## config.mk

```make
export PLATFORM = sky130hd
export DESIGN_NAME = relm_fp_pack
export DESIGN_NICKNAME = d
export VERILOG_FILES = /design/src/rtl/relm_fp_pack.sv
export SDC_FILE = /design/constraint.sdc
export NUM_CORES = 1
export LEC_CHECK = 0
export ABC_AREA = 1
export CORE_ASPECT_RATIO = 0.6
export CORE_MARGIN = 8
export CORE_UTILIZATION = 50
export CTS_CLUSTER_SIZE = 10
export DETAILED_ROUTE_END_ITERATION = 8
export HOLD_SLACK_MARGIN = 0.15
export PLACE_DENSITY_LB_ADDON = 0.05
export SYNTH_ARGS = -nofsm -noshare
export SYNTH_HDL_FRONTEND = slang
export SYNTH_SLANG_ARGS = --single-unit
```

## constraint.sdc

```tcl
create_clock -name clk -period 5.3 [get_ports clk]
set_input_delay 0.53 -clock clk [delete_from_list [all_inputs] [get_ports clk]]
set_output_delay 0.53 -clock clk [all_outputs]
set_load 0.005 [all_outputs]
```

## src/rtl/relm_fp_pack.sv

```systemverilog
// relm_fp_pack: multi-cycle normalise/round/pack of an unpacked FP result into an IEEE-754 single (optional denormals via RELM_FP_PACK_DENORM_EN; ports clk, rst, in_valid/in_ready/in_hdr/in_mant, out_valid/out_ready/out_data/out_ovf/out_unf)
module relm_fp_pack #(
  parameter int WD = 32,
  parameter int NSTEP = 8
) (
  input  logic          clk,
  input  logic          rst,
  input  logic          in_valid,
  output logic          in_ready,
  input  logic [WD-1:0] in_hdr,
  input  logic [WD-1:0] in_mant,
  output logic          out_valid,
  input  logic          out_ready,
  output logic [WD-1:0] out_data,
  output logic          out_ovf,
  output logic          out_unf
);
  typedef enum logic [2:0] {IDLE, NORM, ROUND, DENORM, DONE} state_t;
  state_t state, state_n;
  logic sign, sign_n, ovf_n, unf_n, up, unused;
  logic signed [9:0] exp, exp_n, exp_r;
  logic [31:0] mant, mant_n, shr, data_n;
  logic [23:0] rnd;
  logic [4:0] cnt, cnt_n;
  assign unused = ^in_hdr[20:0];
  assign in_ready = state == IDLE;
  assign out_valid = state == DONE;
  assign shr = {1'b0, mant[31:2], mant[1] | mant[0]};
  assign up = mant[6] & ((|mant[5:0]) | mant[7]);
  assign rnd = {1'b0, mant[29:7]} + {23'd0, up};
  assign exp_r = exp + $signed({9'd0, rnd[23]});
  always_ff @(posedge clk) begin
    if (rst) begin
      state <= IDLE;
      out_data <= '0;
      out_ovf <= 1'b0;
      out_unf <= 1'b0;
      sign <= 1'b0;
      exp <= '0;
      mant <= '0;
      cnt <= '0;
    end else begin
      state <= state_n;
      out_data <= data_n;
      out_ovf <= ovf_n;
      out_unf <= unf_n;
      sign <= sign_n;
      exp <= exp_n;
      mant <= mant_n;
      cnt <= cnt_n;
    end
  end
  always_comb begin
    state_n = state;
    data_n = out_data;
    ovf_n = out_ovf;
    unf_n = out_unf;
    sign_n = sign;
    exp_n = exp;
    mant_n = mant;
    cnt_n = cnt;
    case (state)
      IDLE: if (in_valid) begin
        sign_n = in_hdr[31];
        exp_n = {2'b00, in_hdr[30:23]};
        mant_n = in_mant;
        ovf_n = 1'b0;
        unf_n = 1'b0;
        state_n = (in_hdr[22] | in_hdr[21] | in_mant == '0) ? DONE : NORM;
        data_n = (in_hdr[22] & in_hdr[21]) ? {in_hdr[31], 8'hFF, 1'b1, 22'd0} :
                 in_hdr[22] ? {in_hdr[31], 8'hFF, 23'd0} : {in_hdr[31], 31'd0};
      end
      NORM: begin
        if (mant[31]) begin
          mant_n = shr;
          exp_n = exp + 10'sd1;
        end else if (mant[30]) state_n = ROUND;
        else if (mant[30:31-NSTEP] == '0) begin
          mant_n = mant << NSTEP;
          exp_n = exp - 10'(NSTEP);
        end else begin
          mant_n = mant << 1;
          exp_n = exp - 10'sd1;
        end
      end
      ROUND: begin
        state_n = DONE;
        if (exp_r >= 10'sd255) begin
          data_n = {sign, 8'hFF, 23'd0};
          ovf_n = 1'b1;
        end else if (exp_r <= 10'sd0) begin
`ifdef RELM_FP_PACK_DENORM_EN
          state_n = DENORM;
          cnt_n = '0;
`else
          data_n = {sign, 31'd0};
          unf_n = 1'b1;
`endif
        end else data_n = {sign, exp_r[7:0], rnd[22:0]};
      end
      DENORM: begin
        if (exp < 10'sd1 && cnt != 5'd26) begin
          mant_n = shr;
          exp_n = exp + 10'sd1;
          cnt_n = cnt + 5'd1;
        end else begin
          // a rounding carry lands in the exponent LSB, giving the min normal
          data_n = {sign, 7'd0, rnd};
          unf_n = 1'b1;
          state_n = DONE;
        end
      end
      DONE: if (out_ready) state_n = IDLE;
      default: state_n = IDLE;
    endcase
  end
endmodule

```

==> results_dict.tcl <==
set metrics [dict create \
    dpl_cell_area_sq_um 6900 \
    rows 31 \
    io_pins 104 \
    maxSlewViolCount 0 \
    diodes 0 \
    slew_headroom 0.421 \
    worst_ep_arrival_time_ps 4330 \
    final-seq-area_sq_um 1700 \
    min_period_ps 4080 \
    synth_area_sq_um 6170 \
    vias 6827 \
    drcViolationCount 0 \
    cts_tree "done" \
    clk_pin_slew_ps 80 \
    p_per_area_nw_per_um2 540 \
    synth_edf_count 0 \
    power_frac_seq 0.300 \
    cp-end-kind "flip-flop" \
    numCtsBuffers 9 \
    post-route-period-util 0.770 \
    io_buffer_count 82 \
    drt-total-wl_mm 21.0 \
    grt_pass1_vias 6034 \
    cts-hold-fix-buffers 0 \
    tns_ps 0 \
    hp-class "reg2reg" \
    r2r-end "out_data[22]" \
    critPathRequiredTime_ps 5550 \
    fmax_mhz 245 \
    setup_violations 0 \
    dr.pass1.iters 6 \
    peakVddDrop_uv 395 \
    yosysTopAreaCell "dfxtp_1" \
    cts.repair.resized 0 \
    clockBufferDepth 2 \
    ff2ff_path_depth 19 \
    worst-setup-path-type "reg2reg" \
    gr-total-overflow 0 \
    startpoint_type "flip-flop" \
    mostFrequentLayoutCell "nand2_1" \
    syn_nets 1053 \
    fin_skew_ps 12.6 \
    start_util 0.511 \
    dieArea_sq_um 16300 \
    synth_cell_types 48 \
    fillCellCount 1235 \
    ys_async_sr_fraction 0 \
    fin_area_sq_um 7200 \
    drt_iter0_drc 998 \
    p_int_mw 1.85 \
    dieHeight_um 102 \
    p_clk_frac 0.167 \
    via_per_inst 5.76 \
    dp_hpwl_mm 15.1 \
    pwr-share-comb 0.534 \
    rsz0062_at_grt "false" \
    maxCapViolCount 0 \
    clk_latency_ps 360 \
    ys_seq_area_frac 0.276 \
    wl_per_cell_um 17.7 \
    antenna_found_initial 0 \
    run_status "finished clean" \
    synth_cells 976 \
    layout_common_cells "nand2_1, nor2_1, dfxtp_1, o21ai_0, clkdlybuf4s50_1" \
    power_switching_mw 2.04 \
    place.gp.congestion 1.01 \
    synth_flop_cell "dfxtp_1" \
    ctsRootBufferMaster "clkbuf_16" \
    grt_pass1_wl_mm 33.5 \
    finish.utilization 0.597 \
    ctsHtreeMaxLevel 3 \
    crit_end "out_data[22]" \
    r2r_slack_ps 1220 \
    p_sw_frac 0.524 \
    synth_area_leaders "dfxtp_1, nand2_1, nor2_1" \
    timing.rr.start "mant[13]" \
    ant_nets 0 \
    dieWidth_um 159 \
    area_growth_pct 16.7 \
    grtUsageTotal 0.256 \
    multi_input_area_sq_um 3810 \
    final_net_count 1092 \
    drive_gt1_frac 0.0961 \
    yosysWarningCount 0 \
    final-hold-violation-count 0 \
    crit_start "mant[13]" \
    clkSinkCount 85 \
    leakagePower_nw 2.81 \
    worstMarginPinSlew_ps 868 \
    synth_seq_cells 85 \
    cp_max_fo 23 \
    syn_avg_cell_area_sq_um 6.32 \
    grt_max_degree 52 \
    post-cts-setup-buffers 0 \
    coreArea_sq_um 12100 \
    yosysTopAreaCellShare 0.276 \
]
## state kept, by name, summed over array words and instances (netlist names)
name,cells
cnt,5
mant,32
exp,10
sign,1
out_ovf,1
out_data,32
state,3
out_unf,1
## layer usage
layer  routed length [um]  part of all wire  global-route usage  vias to the layer above
li1                     -                 -                   -                     3315
met1                10400              0.49               0.401                     3073
met3                 2800              0.13              0.0724                       15
met5                    0                 0                   0                        -
met2                 7700              0.37               0.329                      424
met4                  126            0.0060              0.0454                        0
## per-stage QoR
step | hold slack, ps | total power [mW] | setup WS [ps] | std cells
CTS | 475 | 3.83 | 1250 | 1185
floorplan | 439 | 2.62 | 2270 | 976
detailed placement | 462 | 3.17 | 1310 | 1169
global placement | 455 | 3.16 | 1350 | 1169
global route | 486 | 4.15 | 774 | 1185
finish | 475 | 3.88 | 1220 | 1185
## kinds of logic after synthesis
logic type,Yosys count,synth area share
buffers and inverters,145,0.106
and+or+nand+nor,508,0.368
DFF,85,0.276
adders and majority gates,9,0.0183
xor gates and xnor gates,17,0.0241
AOI/OAI and AO/OA,212,0.208
## cell usage after synthesis (6+ instances only)
master / count
inv_2: 10
nor2_1: 130
o21a_1: 6
xor2_1: 15
nand3_1: 60
a21oi_2: 21
nor2_2: 6
dfxtp_1: 85
nand4_1: 15
nor3_1: 24
clkbuf_1: 27
inv_1: 77
nor4_1: 11
buf_2: 13
o221ai_1: 15
o21ai_0: 84
nand2_1: 219
a21oi_1: 51
ha_1: 9
o211ai_1: 9
nand2_2: 29
o21ai_1: 7
## worst max-delay path, cell delays in order, from the launching register on
cell	delay, ps
dfxtp_1	550
nand2_1	200
nor2_1	200
inv_1	100
nor2_1	220
nand4_1	210
nor4_1	380
ha_1	400
ha_1	290
nand2_1	140
nor2_2	210
nand3_1	100
nand2_1	130
nand2_1	60
nor2_1	150
a21oi_2	90
nand2_2	90
nand2_4	210
nand2_1	170
a21oi_1	80
## power by group through the flow
stage	Clock, mW	Sequential [mW]	Combinational, mW
detailed placement	0	1.15	2.02
global placement	0	1.15	2.01
floorplan	0	0.972	1.64
finish	0.647	1.16	2.07
global route	0.679	1.18	2.30
CTS	0.659	1.14	2.03
## final cells by class
class                           count  share of cell area
Clock buffer                        9              0.0313
Inverter                           88              0.0459
Timing Repair Buffer               85               0.117
Tap cell                          165              0.0287
Sequential cell                    85               0.236
Multi-Input combinational cell    746               0.530
Clock inverter                      7              0.0104
## worst min path at each step
stage | from | end | slack, ps | cells past startpoint
floorplan | cnt[4] | cnt[4] | 440 | 2
global placement | sign | sign | 450 | 2
detailed placement | cnt[4] | cnt[4] | 460 | 2
CTS | out_ovf | out_ovf | 480 | 2
global route | out_ovf | out_ovf | 490 | 2
finish | sign | sign | 480 | 2
Power figures use the tool's default switching activity.
